File: src/rtl/cam_capture_pkg.sv
// Shared types for the camera capture block: FSM state encoding and the
// byte-within-pixel index used by the packer.
package cam_capture_pkg;

    typedef enum logic [1:0] {
        IDLE,
        WAIT_FRAME,
        LINE,
        BLANK
    } state_t;

    // Two bits cover every supported pixel width (1..4 bytes).
    typedef logic [1:0] byte_idx_t;

endpackage

File: src/rtl/cam_pixel_pack.sv
// Packs consecutive camera bytes into one pixel word (first byte in the MSBs)
// and raises a one-cycle write strobe the cycle after the last byte arrives.
module cam_pixel_pack
    import cam_capture_pkg::*;
#(
    parameter int DATA_W        = 8,
    parameter int BYTES_PER_PIX = 2
) (
    input  logic                            PCLK,
    input  logic                            RST_N,
    input  logic                            byte_valid,
    input  logic [DATA_W-1:0]               byte_data,
    output logic                            pix_wr,
    output logic [DATA_W*BYTES_PER_PIX-1:0] pix_data
);

    localparam int        PIX_W    = DATA_W * BYTES_PER_PIX;
    localparam byte_idx_t LAST_IDX = byte_idx_t'(BYTES_PER_PIX - 1);

    byte_idx_t idx;

    // NOTE: state registers use non-blocking assignments so every flop samples pre-edge values.
    always_ff @(posedge PCLK or negedge RST_N) begin
        if (!RST_N) begin
            idx      <= '0;
            pix_wr   <= 1'b0;
            pix_data <= '0;
        end else begin
            pix_wr <= 1'b0;
            if (byte_valid) begin
                // The shift register doubles as the output word: it is complete
                // exactly during the strobe cycle.
                pix_data <= PIX_W'({pix_data, byte_data});
                if (idx == LAST_IDX) begin
                    idx    <= '0;
                    pix_wr <= 1'b1;
                end else begin
                    idx <= idx + 2'd1;
                end
            end else begin
                // Any partial pixel left when HREF drops is forgotten here.
                idx <= '0;
            end
        end
    end

endmodule

File: src/rtl/cam_capture.sv
// Camera (VSYNC/HREF) capture into a ping-pong line buffer. Defining
// CAM_CAPTURE_CROP_EN adds a rectangular crop window (CROP_X0/X1, CROP_Y0/Y1).
module cam_capture
    import cam_capture_pkg::*;
#(
    parameter int DATA_W        = 8,
    parameter int BYTES_PER_PIX = 2,
    parameter int ADDR_W        = 10,
    parameter int LINE_W        = 9
) (
    input  logic                            PCLK,
    input  logic                            RST_N,
    input  logic                            CAP_EN,
    input  logic                            CAM_VSYNC,
    input  logic                            CAM_HREF,
    input  logic [DATA_W-1:0]               CAM_DATA,
`ifdef CAM_CAPTURE_CROP_EN
    input  logic [ADDR_W-1:0]               CROP_X0,
    input  logic [ADDR_W-1:0]               CROP_X1,
    input  logic [LINE_W-1:0]               CROP_Y0,
    input  logic [LINE_W-1:0]               CROP_Y1,
`endif
    output logic                            LB_WR_EN,
    output logic [ADDR_W-1:0]               LB_WR_ADDR,
    output logic [DATA_W*BYTES_PER_PIX-1:0] LB_WR_DATA,
    output logic                            LB_BANK,
    output logic                            LINE_DONE,
    output logic                            FRAME_DONE,
    output logic [LINE_W-1:0]               LINE_COUNT,
    output logic                            PIX_OVF
);

    state_t state, state_nxt;
    logic vsync_q, href_q;
    logic vsync_rise, vsync_fall, href_rise, href_fall;
    logic frame_start, frame_end, line_end, byte_valid, clear_ovf;
    logic line_clear, pix_wr, in_x, in_y, wr_take, addr_full;
    logic [ADDR_W-1:0] addr;

    assign vsync_rise = CAM_VSYNC & ~vsync_q;
    assign vsync_fall = ~CAM_VSYNC & vsync_q;
    assign href_rise  = CAM_HREF & ~href_q;
    assign href_fall  = ~CAM_HREF & href_q;

    // NOTE: every combinational output is defaulted first so no latch is inferred.
    always_comb begin
        state_nxt   = state;
        frame_start = 1'b0;
        frame_end   = 1'b0;
        line_end    = 1'b0;
        byte_valid  = 1'b0;
        clear_ovf   = 1'b0;
        case (state)
            IDLE: if (CAP_EN && CAM_VSYNC) begin
                state_nxt = WAIT_FRAME;
                clear_ovf = 1'b1;
            end
            WAIT_FRAME: if (vsync_fall) begin
                state_nxt   = BLANK;
                frame_start = 1'b1;
            end
            BLANK: if (vsync_rise) begin
                state_nxt = IDLE;
                frame_end = 1'b1;
            end else if (href_rise) begin
                state_nxt  = LINE;
                byte_valid = 1'b1;
            end
            LINE: if (vsync_rise) begin
                state_nxt = IDLE;
                frame_end = 1'b1;
            end else if (href_fall) begin
                state_nxt = BLANK;
                line_end  = 1'b1;
            end else begin
                byte_valid = CAM_HREF;
            end
            default: state_nxt = IDLE;
        endcase
    end

    assign line_clear = line_end | frame_end | (state == IDLE) | (state == WAIT_FRAME);

    cam_pixel_pack #(
        .DATA_W        (DATA_W),
        .BYTES_PER_PIX (BYTES_PER_PIX)
    ) u_pack (
        .PCLK       (PCLK),
        .RST_N      (RST_N),
        .byte_valid (byte_valid),
        .byte_data  (CAM_DATA),
        .pix_wr     (pix_wr),
        .pix_data   (LB_WR_DATA)
    );

`ifdef CAM_CAPTURE_CROP_EN
    // One spare bit so long lines saturate past the window instead of wrapping into it.
    logic [ADDR_W:0] pix_x;
    assign in_x = (pix_x >= {1'b0, CROP_X0}) && (pix_x <= {1'b0, CROP_X1});
    assign in_y = (LINE_COUNT >= CROP_Y0) && (LINE_COUNT <= CROP_Y1);

    always_ff @(posedge PCLK or negedge RST_N) begin
        if (!RST_N)                      pix_x <= '0;
        else if (line_clear)             pix_x <= '0;
        else if (pix_wr && pix_x != '1)  pix_x <= pix_x + 1'b1;
    end
`else
    assign in_x = 1'b1;
    assign in_y = 1'b1;
`endif

    assign wr_take    = pix_wr & in_x & in_y & ~addr_full;
    assign LB_WR_EN   = wr_take;
    assign LB_WR_ADDR = addr;

    always_ff @(posedge PCLK or negedge RST_N) begin
        if (!RST_N) begin
            state      <= IDLE;
            vsync_q    <= 1'b0;
            href_q     <= 1'b0;
            addr       <= '0;
            addr_full  <= 1'b0;
            LINE_DONE  <= 1'b0;
            FRAME_DONE <= 1'b0;
            LB_BANK    <= 1'b0;
            LINE_COUNT <= '0;
            PIX_OVF    <= 1'b0;
        end else begin
            state      <= state_nxt;
            vsync_q    <= CAM_VSYNC;
            href_q     <= CAM_HREF;
            LINE_DONE  <= line_end & in_y;
            FRAME_DONE <= frame_end;
            if (line_end && in_y)
                LB_BANK <= ~LB_BANK;
            if (frame_start)
                LINE_COUNT <= '0;
            else if (line_end && LINE_COUNT != '1)
                LINE_COUNT <= LINE_COUNT + 1'b1;
            if (clear_ovf)
                PIX_OVF <= 1'b0;
            else if (pix_wr && in_x && in_y && addr_full)
                PIX_OVF <= 1'b1;
            // The last address is written once; later pixels on the line are dropped.
            if (line_clear) begin
                addr      <= '0;
                addr_full <= 1'b0;
            end else if (wr_take) begin
                if (addr == '1) addr_full <= 1'b1;
                else            addr      <= addr + 1'b1;
            end
        end
    end

endmodule

File: config.mk
export PLATFORM = sky130hd
export DESIGN_NAME = cam_capture
export DESIGN_NICKNAME = d
export VERILOG_FILES = /design/src/rtl/cam_capture_pkg.sv /design/src/rtl/cam_pixel_pack.sv /design/src/rtl/cam_capture.sv
export SDC_FILE = /design/constraint.sdc
export NUM_CORES = 1
export LEC_CHECK = 0
export CAP_MARGIN = 20
export CORE_ASPECT_RATIO = 2
export CORE_MARGIN = 8
export CORE_UTILIZATION = 51
export CTS_CLUSTER_DIAMETER = 100
export CTS_CLUSTER_SIZE = 10
export DETAILED_ROUTE_END_ITERATION = 8
export PLACE_DENSITY = 0.83
export SYNTH_ARGS = -nofsm -noshare
export SYNTH_HDL_FRONTEND = slang
export SYNTH_SLANG_ARGS = --single-unit
export TNS_END_PERCENT = 20
File: constraint.sdc
create_clock -name PCLK -period 3.5 [get_ports PCLK]
set_input_delay 0.525 -clock PCLK [delete_from_list [all_inputs] [get_ports PCLK]]
set_output_delay 0.525 -clock PCLK [all_outputs]
set_load 0.01 [all_outputs]
==> impl_metrics.csv, run 1 <==
group,metric,value,unit
detailed_routing,met3_length,227,um
cts,htree_levels,2,
yosys,synth-main-ff-cell,"dfrtp_1",
worst_setup_path,timing.rr.start,"LINE_COUNT[0]",
grt,overflow,0,
floorplan,die_w,60.3,um
placed_design,dp_cells,272,
placed_design,place.gp.congestion,0.851,
final_layout,regArea,0.00118,mm2
detailed_routing,dr_total_vias,1565,
power,power.density,629,mW/mm2
placed_design,hpwl,3360,um
sta,worst_pin_slew,0.814,ns
sta,max-slew-margin-rel,45.6,%
detailed_routing,firstDrtPassIters,4,
worst_setup_path,path_max_fanout,18,
detailed_routing,ant_nets,0,
yosys,yosys_warnings,0,
placed_design,portBuffers,52,
final_layout,area_delta_synth_final,34.8,%
grt,grt_pass1_vias,1666,
grt,antenna_found_initial,0,
cts,numCtsBuffers,5,
worst_setup_path,crit_path_end_kind,"flop",
yosys,ys_types,33,
floorplan,rows,32,
sta,finalHoldViolCount,0,
yosys,synth-async-reset-ratio,100,%
yosys,syn_area_per_cell,11.5,um2
cts,clk_latency,0.30,ns
worst_setup_path,arrival,2.88,ns
final_layout,drive_above_1_share,11.3,%
worst_setup_path,reg2reg_slack,0.85,ns
status,status,"finished clean",
yosys,synthTopCellsByCount,"47 x dfrtp_1, 16 x mux2_2, 11 x a21oi_1",
final_layout,final_nets,245,
worst_setup_path,r2r_end,"LINE_COUNT[5]",
yosys,synth_nets,190,
grt,gr-usage-all-layers,16.0,%
cts,cts_setup_buffers,0,
detailed_routing,routed_wirelength,4570,um
detailed_routing,drc,0,
hold_path,hold_class,"in2async",
yosys,netlist_instances,174,
worst_setup_path,cp-start-kind,"input pin",
sta,fin_crit_sh,75.7,%
yosys,synth.ff_latch_count,47,
detailed_routing,routed.top_layer,"met4",
detailed_routing,wl_met1,1630,um
worst_setup_path,critPathKind,"in2reg",
floorplan,die_y,105,um
detailed_routing,dr.first_iter.drc_count,40,
sta,rsz0062_at_grt,"false",
final_layout,multi_input_area,788,um2
yosys,synthesis.area,0.00200,mm2
yosys,synth-edff-count,0,
sta,final.setup.tns,0,ns
cts,cts_root_buf,"clkbuf_8",
cts,cts_resized,0,
yosys,synth.area.top_cells,"dfrtp_1 59%, mux2_2 9.0%, a21oi_1 2.7%",
cts,cts_num_sinks,47,
sta,fin_crit,2.65,ns
worst_setup_path,reg2regPathDepth,7,
power,p_leak,1.13,nW
floorplan,dieArea,0.00631,mm2
worst_setup_path,required,3.73,ns
yosys,synth_largest_area_cell,"dfrtp_1",
floorplan,start_util,52.7,%
floorplan,ios,53,
grt,grt_max_degree,48,
cts,ctsHoldBuffers,0,
yosys,synth_top_cell_area_share,58.7,%
power,vdd_drop_max,0.479,mV
cts,clock_path_buffers,2,
yosys,yosysMostFrequentCell,"dfrtp_1",
final_layout,diodes,0,
sta,skew,0.0103,ns
cts,cts_tree,"yes",
job,maxCapViolCount,0,
cts,path_clk_slew,0.08,ns
sta,setup_viol,0,
sta,slew_violations,0,
detailed_routing,via_per_inst,5.57,
grt,grt_pass1_wl,7710,um
floorplan,core,0.00380,mm2
detailed_routing,met2_length,2570,um
final_layout,final_cells,281,
detailed_routing,wire_per_inst,16.3,um
sta,max_freq,378,MHz
final_layout,fill_cells,310,
yosys,seq_area_frac_synth,58.7,%
==> registers in the layout, indices dropped and copies added (netlist names) <==
signal and cells:
vsync_q 1, u_pack.pix_wr 1, u_pack.idx 2, href_q 1, LB_BANK 1, addr_full 1
LINE_DONE 1, u_pack.pix_data 16, LB_WR_ADDR 10, state 2, LINE_COUNT 9, PIX_OVF 1
FRAME_DONE 1
==> stage by stage <==
step           worst slack [ns]  total power [mW]  hold WS (ns)  util, %  instance area [um2]
2_1_floorplan              1.15             0.992         0.229        -                 2000
3_3_place_gp              0.644              1.29         0.413     67.4                 2560
3_5_place_dp              0.565              1.31         0.421     67.4                 2560
5_1_grt                   0.708              1.79         0.131     71.0                 2700
6_report                  0.851              1.70         0.114     71.0                 2700
4_1_cts                   0.861              1.72         0.422     70.5                 2680
==> worst max path at each step <==
stage                        from             to  slack, ns  depth (start not counted)
detailed placement       CAM_HREF  LINE_COUNT[5]       0.56                          5
floorplan           LINE_COUNT[0]  LINE_COUNT[5]       1.15                          8
CTS                 LINE_COUNT[0]  LINE_COUNT[5]       0.86                          7
global placement         CAM_HREF  LINE_COUNT[7]       0.64                          5
finish                   CAM_HREF  LINE_COUNT[5]       0.85                          5
global route        LINE_COUNT[0]  LINE_COUNT[5]       0.71                          7
==> area by class of cell <==
| cell class | instances | share of cell area, % |
|---|---|---|
| Clock buffer | 6 | 3.06 |
| Clock inverter | 2 | 1.30 |
| Inverter | 5 | 0.695 |
| Multi-Input combinational cell | 117 | 29.2 |
| Sequential cell | 47 | 43.6 |
| Tap cell | 51 | 2.36 |
| Timing Repair Buffer | 53 | 19.8 |
==> cell usage in the layout, fill, tap and decap left out <==
| cell type | count |
|---|---|
| clkdlybuf4s50_1 | 51 |
| dfrtp_1 | 47 |
| mux2_2 | 16 |
| a21oi_1 | 11 |
| nand3_1 | 9 |
| nor2_1 | 9 |
| nand2_1 | 9 |
| o21ai_0 | 8 |
| clkbuf_8 | 6 |
| and2_1 | 5 |
| inv_1 | 5 |
| nor3_1 | 5 |
| o31ai_1 | 5 |
| and3_1 | 4 |
| a31oi_1 | 4 |
| nand2b_1 | 3 |
| nand4_1 | 3 |
| or3_1 | 3 |
| or4_1 | 3 |
| ha_1 | 3 |
| nor3b_1 | 2 |
| a211oi_1 | 2 |
| a311oi_1 | 2 |
| o211ai_1 | 2 |
| a21boi_0 | 1 |
| or3b_1 | 1 |
| nor2b_1 | 1 |
| or4b_1 | 1 |
| mux2i_1 | 1 |
| a221oi_1 | 1 |
| a41oi_1 | 1 |
| xnor2_1 | 1 |
| xor2_1 | 1 |
| bufinv_16 | 1 |
| clkinv_2 | 1 |
| buf_2 | 1 |
| buf_12 | 1 |
==> report_power, final <==
group	switching [mW]	internal (mW)
Clock	0.173	0.231
Sequential	0.100	0.671
Combinational	0.212	0.311
==> critical path, cell delays in order <==
cell and delay (ns):
clkdlybuf4s50_1 0.44, or3b_1 0.42, or4b_1 0.74, or4_1 0.60
a21oi_1 0.15
==> cells by family (layout without fill, tap and decap cells) <==
family          Yosys count  count (layout)  share of synthesized area (%)
simple gates             58              58                           15.6
flops                    47              47                           58.7
compound gates           37              37                           11.5
mux                      17              17                           9.49
buf+inv                  10              66                           1.94
fa+ha+maj                 3               3                           1.87
xor+xnor                  2               2                          0.875
==> per-layer routing <==
| layer | up-vias | track usage (%) |
|---|---|---|
| met2 | 40 | 28.5 |
| li1 | 749 | - |
| met5 | - | 0 |
| met3 | 10 | 3.69 |
| met4 | 0 | 10.5 |
| met1 | 766 | 15.1 |
No activity file was read; power rests on OpenSTA's default activity.
==> run 2, diff against run 1 <==
CORE_UTILIZATION = 43   (was 51)
PLACE_DENSITY = 0.75   (was 0.83)
clock period = 2.2 ns   (was 3.5 ns; I/O delays follow)
==> run 2 against run 1 <==
  * Die area is 15% higher
  * First-iteration DRC count is 73% higher
  * Via count is 4.6% higher
  * Routed wire length is 1.8% lower
  * Final area is 5.0% higher
  * Setup slack worse by 0.77 ns
  * Power is 56% higher
  * Sequential share of layout area is 2.1 points lower
  * Flip-flop and latch count stayed put
  * Clock power is 31% higher
  * Global-route usage is 3.0 points lower
  * Clock skew is 0.0050 ns higher
  * Largest cell class unchanged
==> impl_metrics.csv, run 2 (same netlist as run 1, synthesis figures left out) <==
group,metric,value,unit
sta,worst_pin_slew,0.584,ns
final_layout,layout_common_cells,"51 x clkdlybuf4s50_1, 47 x dfrtp_1, 16 x mux2_2, 13 x buf_4",
sta,max_freq,472,MHz
cts,cts_tree,"yes",
floorplan,ios,53,
floorplan,core,0.00455,mm2
sta,slew_violations,0,
grt,antenna_found_initial,0,
floorplan,rows,35,
worst_setup_path,path_max_fanout,12,
grt,grt_pass1_wl,7830,um
grt,overflow,0,
detailed_routing,via_per_inst,5.47,
placed_design,portBuffers,52,
final_layout,regMostFlops,"u_pack.pix_data",
sta,fin_crit,2.12,ns
hold_path,hold_class,"in2async",
sta,skew,0.0152,ns
worst_setup_path,critPathKind,"reg2reg",
sta,setup_viol,0,
detailed_routing,firstDrtPassIters,4,
detailed_routing,dr.first_iter.drc_count,69,
job,maxCapViolCount,0,
cts,cts_root_buf,"clkbuf_8",
final_layout,largest_register_ffs,16,
placed_design,place.gp.congestion,0.850,
cts,cts_num_sinks,47,
power,vdd_drop_max,0.836,mV
power,p_int,1.88,mW
placed_design,pre_cts_slack,-0.330,ns
power,seqPwrFrac,44.9,%
cts,htree_levels,2,
final_layout,final_nets,259,
sta,fin_ws,0.0804,ns
grt,grt_pass1_vias,1762,
final_layout,drive_above_1_share,19.7,%
power,power.density,933,mW/mm2
sta,finalHoldViolCount,0,
detailed_routing,ant_nets,0,
worst_setup_path,crit_path_end_kind,"flop",
cts,path_clk_slew,0.08,ns
power,switching_share,28.9,%
worst_setup_path,required,2.35,ns
cts,clock_path_buffers,2,
cts,numCtsBuffers,5,
placed_design,hpwl,3350,um
detailed_routing,wire_per_inst,15.0,um
status,status,"finished clean",
worst_setup_path,cp-start-kind,"flop",
power,power_frac_comb,35.1,%
cts,ctsHoldBuffers,0,
detailed_routing,dr_total_vias,1637,
grt,gr-usage-all-layers,13.0,%
final_layout,area_delta_synth_final,41.5,%
sta,max-slew-margin-rel,60.8,%
power,p_switching,766,uW
detailed_routing,drc,0,
power,p_leak,1.19,nW
floorplan,die_w,64.3,um
floorplan,die_y,113,um
grt,grt_max_degree,48,
worst_setup_path,arrival,2.26,ns
cts,clk_latency,0.29,ns
floorplan,dieArea,0.00723,mm2
sta,final.setup.tns,0,ns
final_layout,layout_commonest_cell,"clkdlybuf4s50_1",
power,p_clk_share,20.0,%
sta,fin_crit_sh,96.3,%
final_layout,diodes,0,
detailed_routing,routed_wirelength,4490,um
floorplan,start_util,44.0,%
==> run 2: changes by cell type in the layout (fill, tap and decap cells not counted), sizes merged <==
cell    delta
clkbuf     +1
buf       +14
bufinv     -1
==> run 2: worst paths after layout <==
kind / startpoint / slack, ns / depth (start not counted) / endpoint
max in group asynchronous: RST_N / 1.98 / 2 / u_pack.pix_data[13]
worst min register to register: u_pack.idx[1] / 0.43 / 1 / u_pack.pix_wr
worst max-delay path: LINE_COUNT[0] / 0.08 / 8 / LINE_COUNT[7]
worst max register to register: LINE_COUNT[0] / 0.08 / 8 / LINE_COUNT[7]
worst min-delay path: RST_N / 0.003 / 2 / u_pack.pix_data[11]
min in group PCLK: u_pack.idx[1] / 0.43 / 1 / u_pack.pix_wr
==> run 2: per-layer routing <==
layer	GRT usage (%)	part of all wire (%)	routed length (um)	vias to the layer above
met2	23.6	56	2500	55
met4	5.43	1.2	53	0
li1	-	-	-	775
met5	0	0	0	-
met3	4.29	6.9	310	6
met1	12.8	36	1620	801
==> run 2: critical path, cell delays in order, from the launching register on <==
cell     delay, ns
dfrtp_1       0.39
ha_2          0.20
nand3_2       0.08
nor2_1        0.05
ha_1          0.17
or4b_4        0.57
buf_6         0.17
o31ai_2       0.27
a21oi_2       0.07
==> run 2: final cells by class <==
class / instances / area [um2]
clock buffer: 7 / 86.3
clock inverter: 1 / 8.76
fill: 389 / 1720
inverter: 5 / 18.8
multi-input combinational: 117 / 832
sequential: 47 / 1180
tap: 55 / 68.8
timing repair buffer: 67 / 644
==> run 2: through the flow <==
| stage | area (um2) | hold WS [ns] | util, % | power [mW] | std cells |
|---|---|---|---|---|---|
| final | 2840 | 0.00341 | 62.3 | 2.65 | 299 |
| after CTS | 2800 | 0.0124 | 61.5 | 2.67 | 299 |
| after global routing | 2840 | 0.0302 | 62.3 | 2.80 | 299 |
| after detailed placement | 2700 | 0.332 | 59.3 | 2.14 | 291 |
| after floorplan | 2020 | 0.0344 | - | 1.58 | 174 |
| after global placement | 2700 | 0.329 | 59.3 | 2.11 | 291 |
==> run 2: what timing repair did <==
item / 4_1_cts / 5_1_grt
pin swaps: 0 / 4
endpoints found under the hold margin: 0 / 0
endpoints found under the setup margin: 2 / 2
buffers inserted: 0 / 0
resized for setup: 1 / 8
==> run 2: power groups by stage <==
stage | clock [mW] | sequential, mW | combinational (mW)
after floorplan | 0 | 1.29 | 0.292
after global placement | 0 | 1.19 | 0.920
after detailed placement | 0 | 1.21 | 0.935
after CTS | 0.541 | 1.19 | 0.942
after global routing | 0.576 | 1.22 | 1.01
final | 0.529 | 1.19 | 0.928
